<file path="config.mk">
export PLATFORM = sky130hd
export DESIGN_NAME = uart_reg_controller
export DESIGN_NICKNAME = d
export VERILOG_FILES = /design/src/rtl/uart_reg_controller.sv
export SDC_FILE = /design/constraint.sdc
export NUM_CORES = 1
export LEC_CHECK = 0
export ABC_AREA = 1
export CORE_ASPECT_RATIO = 0.75
export CORE_MARGIN = 2
export CORE_UTILIZATION = 53
export CTS_BUF_LIST = sky130_fd_sc_hd__clkbuf_8
export DETAILED_ROUTE_END_ITERATION = 10
export GPL_ROUTABILITY_DRIVEN = 1
export PLACE_DENSITY = 0.85
export SETUP_SLACK_MARGIN = 0.5
export SYNTH_ARGS = -nofsm -noshare
export SYNTH_HDL_FRONTEND = slang
export SYNTH_SLANG_ARGS = --single-unit
</file>
<file path="constraint.sdc">
create_clock -name clk -period 2.1 [get_ports clk]
set_input_delay 0.315 -clock clk [delete_from_list [all_inputs] [get_ports clk]]
set_output_delay 0.315 -clock clk [all_outputs]
set_load 0.03 [all_outputs]
</file>
<file path="src/rtl/uart_reg_controller.sv">
// uart_reg_controller
// Turns the UART byte stream into register accesses. It decodes 1-byte read
// commands and 2-byte write commands, drives a single-cycle register bus
// strobe, and returns one response byte to the transmitter.
// Ports:
//   clk, reset          system clock, synchronous active-high reset
//   rx_data, rx_drdy    received byte and its one-cycle valid pulse
//   tx_data, tx_send    response byte and one-cycle transmit request
//   tx_busy             transmitter busy
//   reg_addr, reg_wdata register bus address and write data
//   reg_we, reg_re      one-cycle write/read strobes
//   reg_rdata           read data, valid the cycle after reg_re
//   busy                controller is handling a command
//   overrun_count       saturating count of bytes dropped while not accepting
module uart_reg_controller #(
   parameter int unsigned TIMEOUT_CYCLES = 208300,
   parameter logic [7:0]  ACK_BYTE       = 8'h06,
   parameter logic [7:0]  NAK_BYTE       = 8'h15
) (
   input  logic       clk,
   input  logic       reset,
   input  logic [7:0] rx_data,
   input  logic       rx_drdy,
   output logic [7:0] tx_data,
   output logic       tx_send,
   input  logic       tx_busy,
   output logic [6:0] reg_addr,
   output logic [7:0] reg_wdata,
   output logic       reg_we,
   output logic       reg_re,
   input  logic [7:0] reg_rdata,
   output logic       busy,
   output logic [7:0] overrun_count
);

   localparam int unsigned TMR_W = (TIMEOUT_CYCLES > 1) ? $clog2(TIMEOUT_CYCLES) : 1;
   localparam logic [TMR_W-1:0] TMR_LAST = TMR_W'(TIMEOUT_CYCLES - 1);

   typedef enum logic [2:0] {
      ST_IDLE, ST_WAIT_DATA, ST_DO_WRITE, ST_DO_READ, ST_CAPTURE, ST_TX_REQ, ST_TX_WAIT
   } state_e;

   state_e           state_q, state_d;
   logic [TMR_W-1:0] timer_q, timer_d;
   logic             skip_q, skip_d;
   logic [6:0]       reg_addr_q, reg_addr_d;
   logic [7:0]       reg_wdata_q, reg_wdata_d;
   logic [7:0]       tx_data_q, tx_data_d;
   logic [7:0]       overrun_q, overrun_d;
   logic             reg_we_q, reg_we_d;
   logic             reg_re_q, reg_re_d;
   logic             busy_q, busy_d;
   logic             tx_send_c;
   logic             accept_c;

   // Next-state, datapath and strobe decode
   always_comb begin
      state_d     = state_q;
      timer_d     = timer_q;
      skip_d      = skip_q;
      reg_addr_d  = reg_addr_q;
      reg_wdata_d = reg_wdata_q;
      tx_data_d   = tx_data_q;
      overrun_d   = overrun_q;
      tx_send_c   = 1'b0;
      accept_c    = (state_q == ST_IDLE) || (state_q == ST_WAIT_DATA);

      if (rx_drdy && !accept_c && (overrun_q != 8'hFF)) begin
         overrun_d = overrun_q + 8'd1;
      end

      case (state_q)
         ST_IDLE: begin
            if (rx_drdy) begin
               reg_addr_d = rx_data[6:0];
               if (rx_data[7]) begin
                  state_d = ST_WAIT_DATA;
                  timer_d = '0;
               end else begin
                  state_d = ST_DO_READ;
               end
            end
         end
         ST_WAIT_DATA: begin
            // A data byte on the expiry cycle still wins over the timeout
            if (rx_drdy) begin
               reg_wdata_d = rx_data;
               state_d     = ST_DO_WRITE;
            end else if (timer_q == TMR_LAST) begin
               tx_data_d = NAK_BYTE;
               state_d   = ST_TX_REQ;
            end else begin
               timer_d = timer_q + TMR_W'(1);
            end
         end
         ST_DO_WRITE: begin
            tx_data_d = ACK_BYTE;
            state_d   = ST_TX_REQ;
         end
         ST_DO_READ: begin
            state_d = ST_CAPTURE;
         end
         ST_CAPTURE: begin
            tx_data_d = reg_rdata;
            state_d   = ST_TX_REQ;
         end
         ST_TX_REQ: begin
            if (!tx_busy) begin
               tx_send_c = 1'b1;
               skip_d    = 1'b1;
               state_d   = ST_TX_WAIT;
            end
         end
         ST_TX_WAIT: begin
            // tx_busy only rises the cycle after tx_send, so ignore the first cycle
            if (skip_q) begin
               skip_d = 1'b0;
            end else if (!tx_busy) begin
               state_d = ST_IDLE;
            end
         end
         default: begin
            state_d = ST_IDLE;
         end
      endcase

      // Strobes are registered from the next state so they line up with it
      reg_we_d = (state_d == ST_DO_WRITE);
      reg_re_d = (state_d == ST_DO_READ);
      busy_d   = (state_d != ST_IDLE);
   end

   // State and output registers
   always_ff @(posedge clk) begin
      if (reset) begin
         state_q     <= ST_IDLE;
         timer_q     <= '0;
         skip_q      <= 1'b0;
         reg_addr_q  <= '0;
         reg_wdata_q <= '0;
         tx_data_q   <= '0;
         overrun_q   <= '0;
         reg_we_q    <= 1'b0;
         reg_re_q    <= 1'b0;
         busy_q      <= 1'b0;
      end else begin
         state_q     <= state_d;
         timer_q     <= timer_d;
         skip_q      <= skip_d;
         reg_addr_q  <= reg_addr_d;
         reg_wdata_q <= reg_wdata_d;
         tx_data_q   <= tx_data_d;
         overrun_q   <= overrun_d;
         reg_we_q    <= reg_we_d;
         reg_re_q    <= reg_re_d;
         busy_q      <= busy_d;
      end
   end

   // tx_send must respond in the same cycle tx_busy falls
   assign tx_send       = tx_send_c;
   assign tx_data       = tx_data_q;
   assign reg_addr      = reg_addr_q;
   assign reg_wdata     = reg_wdata_q;
   assign reg_we        = reg_we_q;
   assign reg_re        = reg_re_q;
   assign busy          = busy_q;
   assign overrun_count = overrun_q;

endmodule

</file>
======== Word level (Yosys, flattened, before mapping) ========
Index checks and enable logic that the tools add are counted.
cells by class
  $add $sub $neg .......................... 2
  equality and inequality tests ........... 16
  muxes and demuxes ....................... 20
  reduce and logical (&&, ||, !) cells .... 15
operator list
  kind                     count
  $mux W18                 4
  $pmux W18 S2             1
  $pmux W8 S3              1
  $add A18 B1 Y18 const B  1
  $eq A18 B18 Y1 const B   1
  $mux W3                  6
  $pmux W3 S6              1
  $mux W8                  2
  $eq A3 B2 Y1 const B     4
  $ne A2 B2 Y1 const B     5
  $eq A3 B3 Y1 const B     3
  $add A8 B1 Y8 const B    1
  $ne A8 B8 Y1 const B     1
  $reduce_and A2 Y1        3
  $reduce_bool A3 Y1       2
  $reduce_and A5 Y1        1
  $reduce_bool A2 Y1       2
  $eq A3 B1 Y1 const B     1
  $logic_not A3 Y1         1
  $mux W1                  3
  $reduce_and A3 Y1        1
  $logic_and A1 B1 Y1      2
  $mux W2                  1
  $ne A2 B1 Y1 const B     1
  4 further kinds          4
word-level totals
  bits in registers ....................... 56
  input port bits ......................... 20
  output and inout bits ................... 35
  logic and storage cells ................. 63

======== Longest topological paths before layout ========
Gate-level depths: netlist of run 1.
  depth in word-level cells ............... 5
  gate-level depth with buffers ........... 10
  depth with buffers taken out ............ 10

======== Worst setup path before layout of run 1 ========
Ideal clock, no wire load.
  path type ............................... flip-flop to flip-flop
  from .................................... register overrun_q[1], in the netlist overrun_count[1]
  to ...................................... register overrun_q[6], in the netlist overrun_count[6]
  library setup time ...................... 0.070 ns
  data arrival time ....................... 1.653 ns
  required time ........................... 2.030 ns
  slack ................................... 0.377 ns
  stages on the path, launching flop included .. 10
  buffers on the path ..................... 0
  clock period less this slack ............ 1.723 ns
  cells stage by stage .................... dfxtp_1 -> ha_1 -> nand3_1 -> nor2_1 -> nand2_1 -> nand2_1 -> clkinv_1 -> nand2_1 -> o21ai_0 -> a21oi_1
on the way
  longest elaborated chain between the ends .. 2
  elaborated cells between the ends (all ways) .. 3
  those cells by class .................... 1 x add/sub; 1 x eq/ne; 1 x reduce/logical
ends and longest elaborated chain
  what                                                                   line  text
  start: declaration                                                     49    logic [7:0] overrun_q, overrun_d;
  start signal: assignment                                               153   overrun_q <= overrun_d;
  parallel branches: the longest is 2 deep, another holds $add A8 B1 Y8  n/a
Parallel ways; which one is timed is not known.
A chain may end at the register's enable or synchronous reset.

======== Worst setup path after layout of run 1 ========
  from .................................... register timer_q[13]
  to ...................................... register timer_q[15]
on the way
  longest elaborated chain between the ends .. 4
  elaborated cells between the ends (all ways) .. 7
  those cells by class .................... 1 x add/sub; 2 x eq/ne; 3 x mux; 1 x reduce/logical
ends and longest elaborated chain
  what                      line  text
  start: declaration        44    logic [TMR_W-1:0] timer_q, timer_d;
  start signal: assignment  148   timer_q <= timer_d;
  $add A18 B1 Y18           93    timer_d = timer_q + TMR_W'(1);
  $mux W18                  89    end else if (timer_q == TMR_LAST) begin
  $mux W18                  86    if (rx_drdy) begin
  $pmux W18 S2              72    case (state_q)
Several ways; a longest one is shown, not always the timed one. The select of a mux whose other input is x is not followed.

==> results by group, run 1 <==
Status
  • Outcome: complete, no violations

Route
  • WL final: 7.80 mm
  • Drt wl/cell: 14.5 µm
  • Initial DRC Count: ~240
  • Post-route antenna net violation count: 0
  • DR pass1 iterations: 5
  • Detailed-route via count: 2880
  • Drt drc: 0
  • Via density: 5.35

Timing
  • Worst slew pin tran: roughly 0.44 ns
  • Setup TNS: 0 ns
  • Final period util: 76.9%
  • Fin. max-slew vios: 0
  • Fin. Hold Viols: 0
  • # setup viols final: 0
  • Unrepaired setup endpoints after global routing: true
  • Minimum clock period: about 1.6 ns
  • Max_slew headroom: 70.7%
  • Skew final: between 0.009 and 0.01 ns
  • Achievable clock frequency: around 0.62 GHz

Layout
  • Fillers: ~380
  • Nets@finish: 499
  • Final instance area: 0.00371 mm²
  • Share of cells above drive strength 1: 18.0%
  • Diodes inserted: 0
  • Area growth syn-to-layout: 37.6%

Placed design
  • Input/output buffers: 54
  • Post-DP HPWL: a little over 5 mm
  • RD Place Congestion: 0.878
  • Placed inst area: between 0.003 and 0.004 mm²

Setup path
  • Crit start category: register
  • Critical Path AT: about 1.8 ns
  • FF-to-FF path depth: 8
  • CP max FO: 6
  • R2R Path End: timer_q[15]$_SDFFE_PP0P_
  • R2r setup slk: 0.49 ns
  • R2R Path Start: timer_q[13]$_SDFFE_PP0P_
  • Worst EP required: ~2.3 ns
  • WS Path Type: reg2reg
  • Crit. End Element: register

Clock tree
  • TritonCTS clock tree: done
  • CTS Buf Count: 5
  • Clock Latency Late Sink: 0.32 ns
  • Max Buffers Root-to-Sink: 2
  • CTS clk-pin slew, worst paths: 0.10 ns
  • Clk root buf: clkbuf_8
  • Hold Buf Count CTS: 0
  • H-Tree Depth: 2
  • # clock sinks: 56

Global route
  • Initial antenna violation count: 0
  • Vias in the first global route: 2495
  • Total GRT Usage: 26.2%
  • Pin count of the biggest net entering global routing: 36
  • First-pass GRT wire length: 11.7 mm
  • Total grt overflow: 0

Power and ir drop
  • Leakage power: 1.55 nW
  • Proportion of power drawn by combinational gates: roughly 44%
  • Switching portion of total power: 42.5%
  • Reg power frac: a little under two fifths
  • Cell Pwr Density: 934 mW/mm²
  • Switch Pwr: ~1.5 mW
  • P_int: 1.99 mW
  • Maximum VDD drop: 0.000635 V
  • Clk pwr share: between 10% and 20%

Synthesis
  • Flops & latches, synth: 56
  • Synth Area in XOR/XNOR: 3.57%
  • Net count after synthesis: about 420
  • Multiplexer area fraction after synthesis: 0%
  • Count of cell types in the netlist: 29
  • Largest family of logic cells by synthesized area: simple AND/OR/NAND/NOR gates
  • Post-Synth Simple-Gate Area: 33.5%
  • Avg Cell Area, Syn: 6.75 µm²
  • Synth Area in Adders: less than 1%
  • Compound-Gate Fraction of Synth Area: 12.9%
  • Mapped cell area: around 0.0027 mm²
  • Yosys warns: 0
  • Sequential area share after synthesis: between 40% and 50%
  • Mapped Cells: 399

Flow run
  • MaxCap Viol Count: 0

Worst hold path
  • Min-delay worst type: reg2reg
  • Hold Path Sink: reg_addr[6]$_SDFFE_PP0P_
  • Min-delay src: reg_addr[6]$_SDFFE_PP0P_
  • Hold Crit Depth: 2

Floorplanning
  • Overall die width: 86.3 µm
  • FP Rows: 22
  • Die Ht: 65.8 µm
  • Core area: 0.00490 mm²
  • Die footprint: around 0.0057 mm²
  • I/O Pins: 55
  • Starting density of the core: 55.0%
-- cell usage in the layout (no fill, tap or decap), drive strengths merged --
master           n
buf             23
inv             43
clkbuf           5
o21bai           2
nand2          110
dfxtp           56
clkdlybuf4s50   19
o21ai           23
clkinvlp         2
clkinv           1
a21oi           39
nor2            74
ha               2
a31oi            1
o2111ai          1
dlygate4sd2     34
xor2             7
xnor2            4
nand4            7
nand3           21
nor3             4
-- cell families after synthesis --
group	count (synthesis)
AOI/OAI and AO/OA	66
xor gates and xnor gates	11
adders and majority gates	2
buffers and inverters	50
DFF	56
and+or+nand+nor	214
-- registers in the layout, indices dropped and copies added (netlist names) --
signal / flops
timer_q: 18
overrun_count: 8
reg_wdata: 8
tx_data: 8
reg_addr: 7
state_q: 3
busy: 1
reg_re: 1
reg_we: 1
skip_q: 1
-- worst max path at each step --
stage                                        from                       endpoint  depth (start not counted)
finish                   timer_q[13]$_SDFFE_PP0P_       timer_q[15]$_SDFFE_PP0P_                          8
global route              timer_q[2]$_SDFFE_PP0P_       timer_q[15]$_SDFFE_PP0P_                          8
CTS                         state_q[0]$_SDFF_PP0_                        tx_send                          5
detailed placement                        rx_drdy        timer_q[9]$_SDFFE_PP0P_                          8
global placement                          rx_drdy        timer_q[2]$_SDFFE_PP0P_                          7
floorplan           overrun_count[1]$_SDFFE_PP0P_  overrun_count[6]$_SDFFE_PP0P_                          9
-- timing repair --
action	in CTS	in global routing
setup buffers	8	5
gates cloned	1	1
hold endpoints to repair	0	0
endpoints found under the setup margin	64	30
resized for setup	53	49
pin swaps	4	15
-- routing by layer --
layer / vias up / share of wire, % / track usage (%)
li1: 1428 / - / -
met1: 1304 / 46 / 36.8
met2: 130 / 46 / 41.3
met3: 18 / 7.0 / 6.03
met4: 0 / 1.3 / 5.47
met5: - / 0 / 0
-- worst max-delay path: stages, from the launching register on --
cell and delay [ns]:
dfxtp_1 0.46, nand4_1 0.18, nor2_2 0.24, nand3_4 0.15, buf_12 0.16, nand2_8 0.09, nor2_2 0.04, nor2_1 0.12
nor2_1 0.06
-- power groups by stage --
stage               Sequential, mW  Combinational (mW)  Clock [mW]
floorplan                     1.54               0.607           0
global placement              1.33                1.24           0
detailed placement            1.33                1.26           0
CTS                           1.32                1.32       0.607
global route                  1.35                1.64       0.670
finish                        1.33                1.53       0.600
-- area by class of cell --
class                      instances  area [µm²]  area share (%)
clock buffer                       5        68.8            1.86
clock inverter                     3        17.5           0.472
inverter                          43         179            4.82
multi-input combinational        295        1530            41.2
sequential                        56        1140            30.8
tap                               60        75.1            2.02
timing repair buffer              76         701            18.9
-- synth_stat cells --
library cell	number	area share (%)
nand2_1	106	15
o2111ai_1	1	0.33
nor3_1	2	0.37
nand2_4	2	0.84
a31oi_1	1	0.23
o21bai_1	2	0.56
nand4_1	7	1.6
clkinv_4	1	0.33
nor2_1	72	10
buf_1	1	0.14
clkinv_1	2	0.28
a21oi_1	37	6.9
inv_1	39	5.4
ha_1	2	0.93
dfxtp_1	56	42
a21oi_2	2	0.65
o21ai_0	22	4.1
nand3_1	20	3.7
clkbuf_1	4	0.56
nand3_2	1	0.37
xor2_1	7	2.3
buf_6	1	0.42
o21ai_1	1	0.19
nor2_4	2	0.84
nor3_2	1	0.37
xnor2_1	4	1.3
buf_2	1	0.19
inv_2	1	0.14
nor3_4	1	0.60
-- per-stage QoR --
stage	util [%]	worst slack, ns	hold slack [ns]	instances	power [mW]
finish	75.7	0.486	0.466	538	3.46
global route	75.7	0.366	0.495	538	3.66
CTS	71.5	0.433	0.473	532	3.24
detailed placement	68.3	0.0915	0.457	515	2.59
global placement	68.3	0.147	0.446	515	2.57
floorplan	-	0.511	0.450	399	2.15
Power figures use the tool's default switching activity.
==> inputs of run 2 (changes only) <==
--- a/config.mk
+++ b/config.mk
@@ -8,11 +8,11 @@
 export ABC_AREA = 1
 export CORE_ASPECT_RATIO = 0.75
 export CORE_MARGIN = 2
-export CORE_UTILIZATION = 53
+export CORE_UTILIZATION = 48
 export CTS_BUF_LIST = sky130_fd_sc_hd__clkbuf_8
 export DETAILED_ROUTE_END_ITERATION = 10
 export GPL_ROUTABILITY_DRIVEN = 1
-export PLACE_DENSITY = 0.85
+export PLACE_DENSITY = 0.81
 export SETUP_SLACK_MARGIN = 0.5
 export SYNTH_ARGS = -nofsm -noshare
 export SYNTH_HDL_FRONTEND = slang
==> constraint.sdc (replaced) <==
create_clock -name clk -period 1.35 [get_ports clk]
set_input_delay 0.2025 -clock clk [delete_from_list [all_inputs] [get_ports clk]]
set_output_delay 0.2025 -clock clk [all_outputs]
set_load 0.03 [all_outputs]
==> results by group, run 2 <==
Synthesis
  • Mapped cell area: 0.00270 mm² (unchanged)
  • Async SR Flop Fraction: 0% (unchanged)
  • Count of cell types in the netlist: 29 (unchanged)
  • Yosys warns: 0 (unchanged)
  • Avg Cell Area, Syn: 6.75 µm² (unchanged)
  • Top post-synthesis cells by area: dfxtp_1 42%, nand2_1 15%, nor2_1 10%
  • Flops & latches, synth: 56 (unchanged)
  • Synth area leader: dfxtp_1
  • Net count after synthesis: 421 (unchanged)
  • Mapped Cells: 399 (unchanged)
  • Cell with the most instances after synthesis: nand2_1
  • Synth top area share: 41.6% (unchanged)
  • Sequential area share after synthesis: 41.6% (unchanged)
  • Top cells by count, synth: 106 x nand2_1, 72 x nor2_1, 56 x dfxtp_1
  • Dominant synthesized flop cell: dfxtp_1
  • Number of synthesized flops with an enable pin: 0 (unchanged)

Clock tree
  • H-Tree Depth: 2 (unchanged)
  • Clk root buf: clkbuf_8
  • # clock sinks: 56 (unchanged)
  • Hold Buf Count CTS: 0 (unchanged)
  • CTS Buf Count: 5 (unchanged)
  • Max Buffers Root-to-Sink: 2 (unchanged)

Floorplanning
  • Die Ht: 68.9 µm (+4.8%)
  • Starting density of the core: 50.1% (-4.9 points)
  • I/O Pins: 55 (unchanged)
  • FP Rows: 23 (+4.5%)
  • Overall die width: 90.5 µm (+4.8%)

Timing
  • Worst endpoint pin kind: sequential cell input
  • Worst Endpoint after GRT Repair: timer_q[16]$_SDFFE_PP0P_/D

Placed design
  • Dpl ws: -0.386 ns (-0.477 ns)
  • RD Place Congestion: 0.913 (+4.0%)
  • Post-DP HPWL: 5.71 mm (+14%)
  • Inst Count DP: 586 (+14%)
  • Input/output buffers: 54 (unchanged)

Status
  • Fail Step: global routing
  • Error msg: [ERROR DPL-0033] detailed placement checks failed during check placement.
  • Outcome: stopped before the end

Global route
  • Initial antenna violation count: 1
  • Pin count of the biggest net entering global routing: 26
run 2: cell counts after synthesis:
No cell type changed its count.
run 2: what timing repair did:
item	CTS
setup endpoints to repair	91
resized for setup	382
gates cloned	5
pin swaps	38
setup buffers	23
run 2: cells by family after synthesis:
logic type / synth area share [%]
buf+inv: 7.47
flops: 41.6
fa+ha+maj: 0.928
simple gates: 33.5
xor+xnor: 3.57
compound gates: 12.9
run 2: metrics by stage:
| stage | hold WS [ns] | cell area [µm²] | utilization, % |
|---|---|---|---|
| after global placement | 0.448 | 3890 | 72.3 |
| after floorplan | 0.337 | 2790 | - |
| after detailed placement | 0.456 | 3890 | 72.3 |
| after CTS | 0.434 | 4660 | 86.5 |
==> inputs of run 3 (changes only) <==
==> config.mk (replaced) <==
export PLATFORM = sky130hd
export DESIGN_NAME = uart_reg_controller
export DESIGN_NICKNAME = d
export VERILOG_FILES = /design/src/rtl/uart_reg_controller.sv
export SDC_FILE = /design/constraint.sdc
export NUM_CORES = 1
export LEC_CHECK = 0
export ABC_AREA = 1
export CORE_MARGIN = 2
export CORE_UTILIZATION = 40
export DETAILED_ROUTE_END_ITERATION = 10
export GPL_ROUTABILITY_DRIVEN = 1
export PLACE_DENSITY_LB_ADDON = 0.15
export SYNTH_ARGS = -nofsm -noshare
export SYNTH_HDL_FRONTEND = slang
export SYNTH_SLANG_ARGS = --single-unit
==> constraint.sdc (replaced) <==
create_clock -name clk -period 1.8 [get_ports clk]
set_input_delay 0.27 -clock clk [delete_from_list [all_inputs] [get_ports clk]]
set_output_delay 0.27 -clock clk [all_outputs]
set_load 0.03 [all_outputs]
==> results by group, run 3 (synthesized netlist as in run 1, its figures left out) <==
Status
  • Outcome: complete, no violations

Clock tree
  • CTS Buf Count: 5 (unchanged)
  • # clock sinks: 56 (unchanged)
  • Clock Latency Late Sink: 0.31 ns
  • Max Buffers Root-to-Sink: 2 (unchanged)
  • H-Tree Depth: 2 (unchanged)
  • Hold Buf Count CTS: 0 (unchanged)
  • Clk root buf: clkbuf_8
  • TritonCTS clock tree: done
  • CTS clk-pin slew, worst paths: 0.10 ns

Route
  • DR pass1 iterations: 4
  • Detailed-route via count: between 2000 and 3000
  • Via density: 4.87
  • Initial DRC Count: 117
  • WL final: around 6.5 mm
  • Drt drc: 0
  • Drt wl/cell: 11.8 µm
  • Post-route antenna net violation count: 0

Placed design
  • RD Place Congestion: 0.861 (-5.6%)
  • Inst Count DP: 538 (-8.2%)
  • Placed inst area: 0.00341 mm² (-12%)
  • Input/output buffers: 54 (unchanged)
  • Dpl ws: 0.0306 ns (+0.416 ns)
  • Post-DP HPWL: 4.79 mm (-16%)

Layout
  • Final instance area: 0.00355 mm²
  • Nets@finish: 493
  • Diodes inserted: 0
  • Area growth syn-to-layout: 31.6%
  • Most common cell after layout, fill and taps aside: nand2_1
  • Final cell count without fillers: 549
  • Largest register FFs: 18
  • Biggest register: timer_q
  • Core Util, Final: 55.2%
  • Share of cells above drive strength 1: 9.32%
  • Commonest cells after routing, fill and taps aside: 105 x nand2_1, 71 x nor2_1, 54 x dfxtp_1

Timing
  • Minimum clock period: 1.69 ns
  • Final period util: 93.9%
  • Setup TNS: 0 ns
  • Final setup margin: 0.110 ns
  • # setup viols final: 0
  • Max_slew headroom: 74.8%
  • Skew final: 0.00927 ns
  • Fin. max-slew vios: 0
  • Worst slew pin tran: 0.378 ns
  • Achievable clock frequency: just under 0.6 GHz
  • Hold WS: 0.467 ns
  • Fin. Hold Viols: 0
  • Unrepaired setup endpoints after global routing: false

Setup path
  • Crit. End Element: primary output
  • Crit start category: register
  • CP max FO: 4
  • Worst EP required: around 1.5 ns
  • Worst path slowest cell: clkdlybuf4s50_1
  • CP top delay family: buffers and inverters
  • Crit path buf inv count: 1
  • Worst stage delay on the critical path: 0.70 ns
  • Critical-path cell list: clkdlybuf4s50_1
  • WS Path Type: reg2out
  • Critical Path AT: 1.42 ns

Power and ir drop
  • Switch Pwr: ~1.5 mW
  • Total power: 3.77 mW
  • P_int: ~2.3 mW
  • Proportion of power drawn by combinational gates: 40.8%
  • Maximum VDD drop: 0.000537 V
  • Reg power frac: 40.5%
  • Cell Pwr Density: 1060 mW/mm²
  • Clk pwr share: 18.7%
  • Leakage power: 1.37 nW
  • Switching portion of total power: 39.9%

Floorplanning
  • I/O Pins: 55 (unchanged)
  • Overall die width: 86.1 µm (-4.9%)
  • Die Ht: 86.1 µm (+25%)
  • FP Rows: 29 (+26%)
  • Core area: 0.00642 mm²
  • Starting density of the core: 42.0% (-8.1 points)
  • Die footprint: 0.00741 mm²

Global route
  • First-pass GRT wire length: 11.1 mm
  • Total GRT Usage: 18.3%
  • Pin count of the biggest net entering global routing: 36
  • Total grt overflow: 0
  • Vias in the first global route: 2447
  • Initial antenna violation count: 0

Flow run
  • MaxCap Viol Count: 0

Worst hold path
  • Min-delay worst type: reg2reg
## run 3: timing repair
action,CTS,global route
buffers inserted,0,2
gates resized for setup,1,7
endpoints found under the setup margin,1,9
cloned,0,1
## run 3: final cells by class
type | instances | area, µm²
Timing Repair Buffer | 71 | 668
Multi-Input combinational cell | 293 | 1390
Inverter | 43 | 170
Tap cell | 77 | 96.3
Timing Repair inverter | 1 | 5.00
Sequential cell | 56 | 1120
Clock inverter | 3 | 22.5
Clock buffer | 5 | 68.8
Fill cell | 641 | 2880
## run 3: power groups by stage
stage	logic, mW	registers, mW	clock network (mW)
after global placement	1.49	1.55	0
after floorplan	0.708	1.79	0
after detailed placement	1.50	1.54	0
final	1.54	1.52	0.706
after global routing	1.69	1.55	0.773
after CTS	1.50	1.52	0.735
## run 3: final timing paths
| check | cells after the start | slack, ns | startpoint | end |
|---|---|---|---|---|
| min reg2reg | 2 | 0.47 | tx_data[6]$_SDFFE_PP0P_ | tx_data[6]$_SDFFE_PP0P_ |
| min | 2 | 0.47 | tx_data[6]$_SDFFE_PP0P_ | tx_data[6]$_SDFFE_PP0P_ |
| max reg2reg | 9 | 0.15 | overrun_count[1]$_SDFFE_PP0P_ | overrun_count[3]$_SDFFE_PP0P_ |
| max | 1 | 0.11 | overrun_count[4]$_SDFFE_PP0P_ | overrun_count[4] |
## run 3: metal layers
metal | wire length (µm) | vias up | global-route usage (%)
met5 | 0 | - | 0
met2 | 2990 | 59 | 29.6
met4 | 77 | 0 | 5.19
met3 | 341 | 9 | 4.33
li1 | - | 1421 | -
met1 | 3090 | 1186 | 24.4
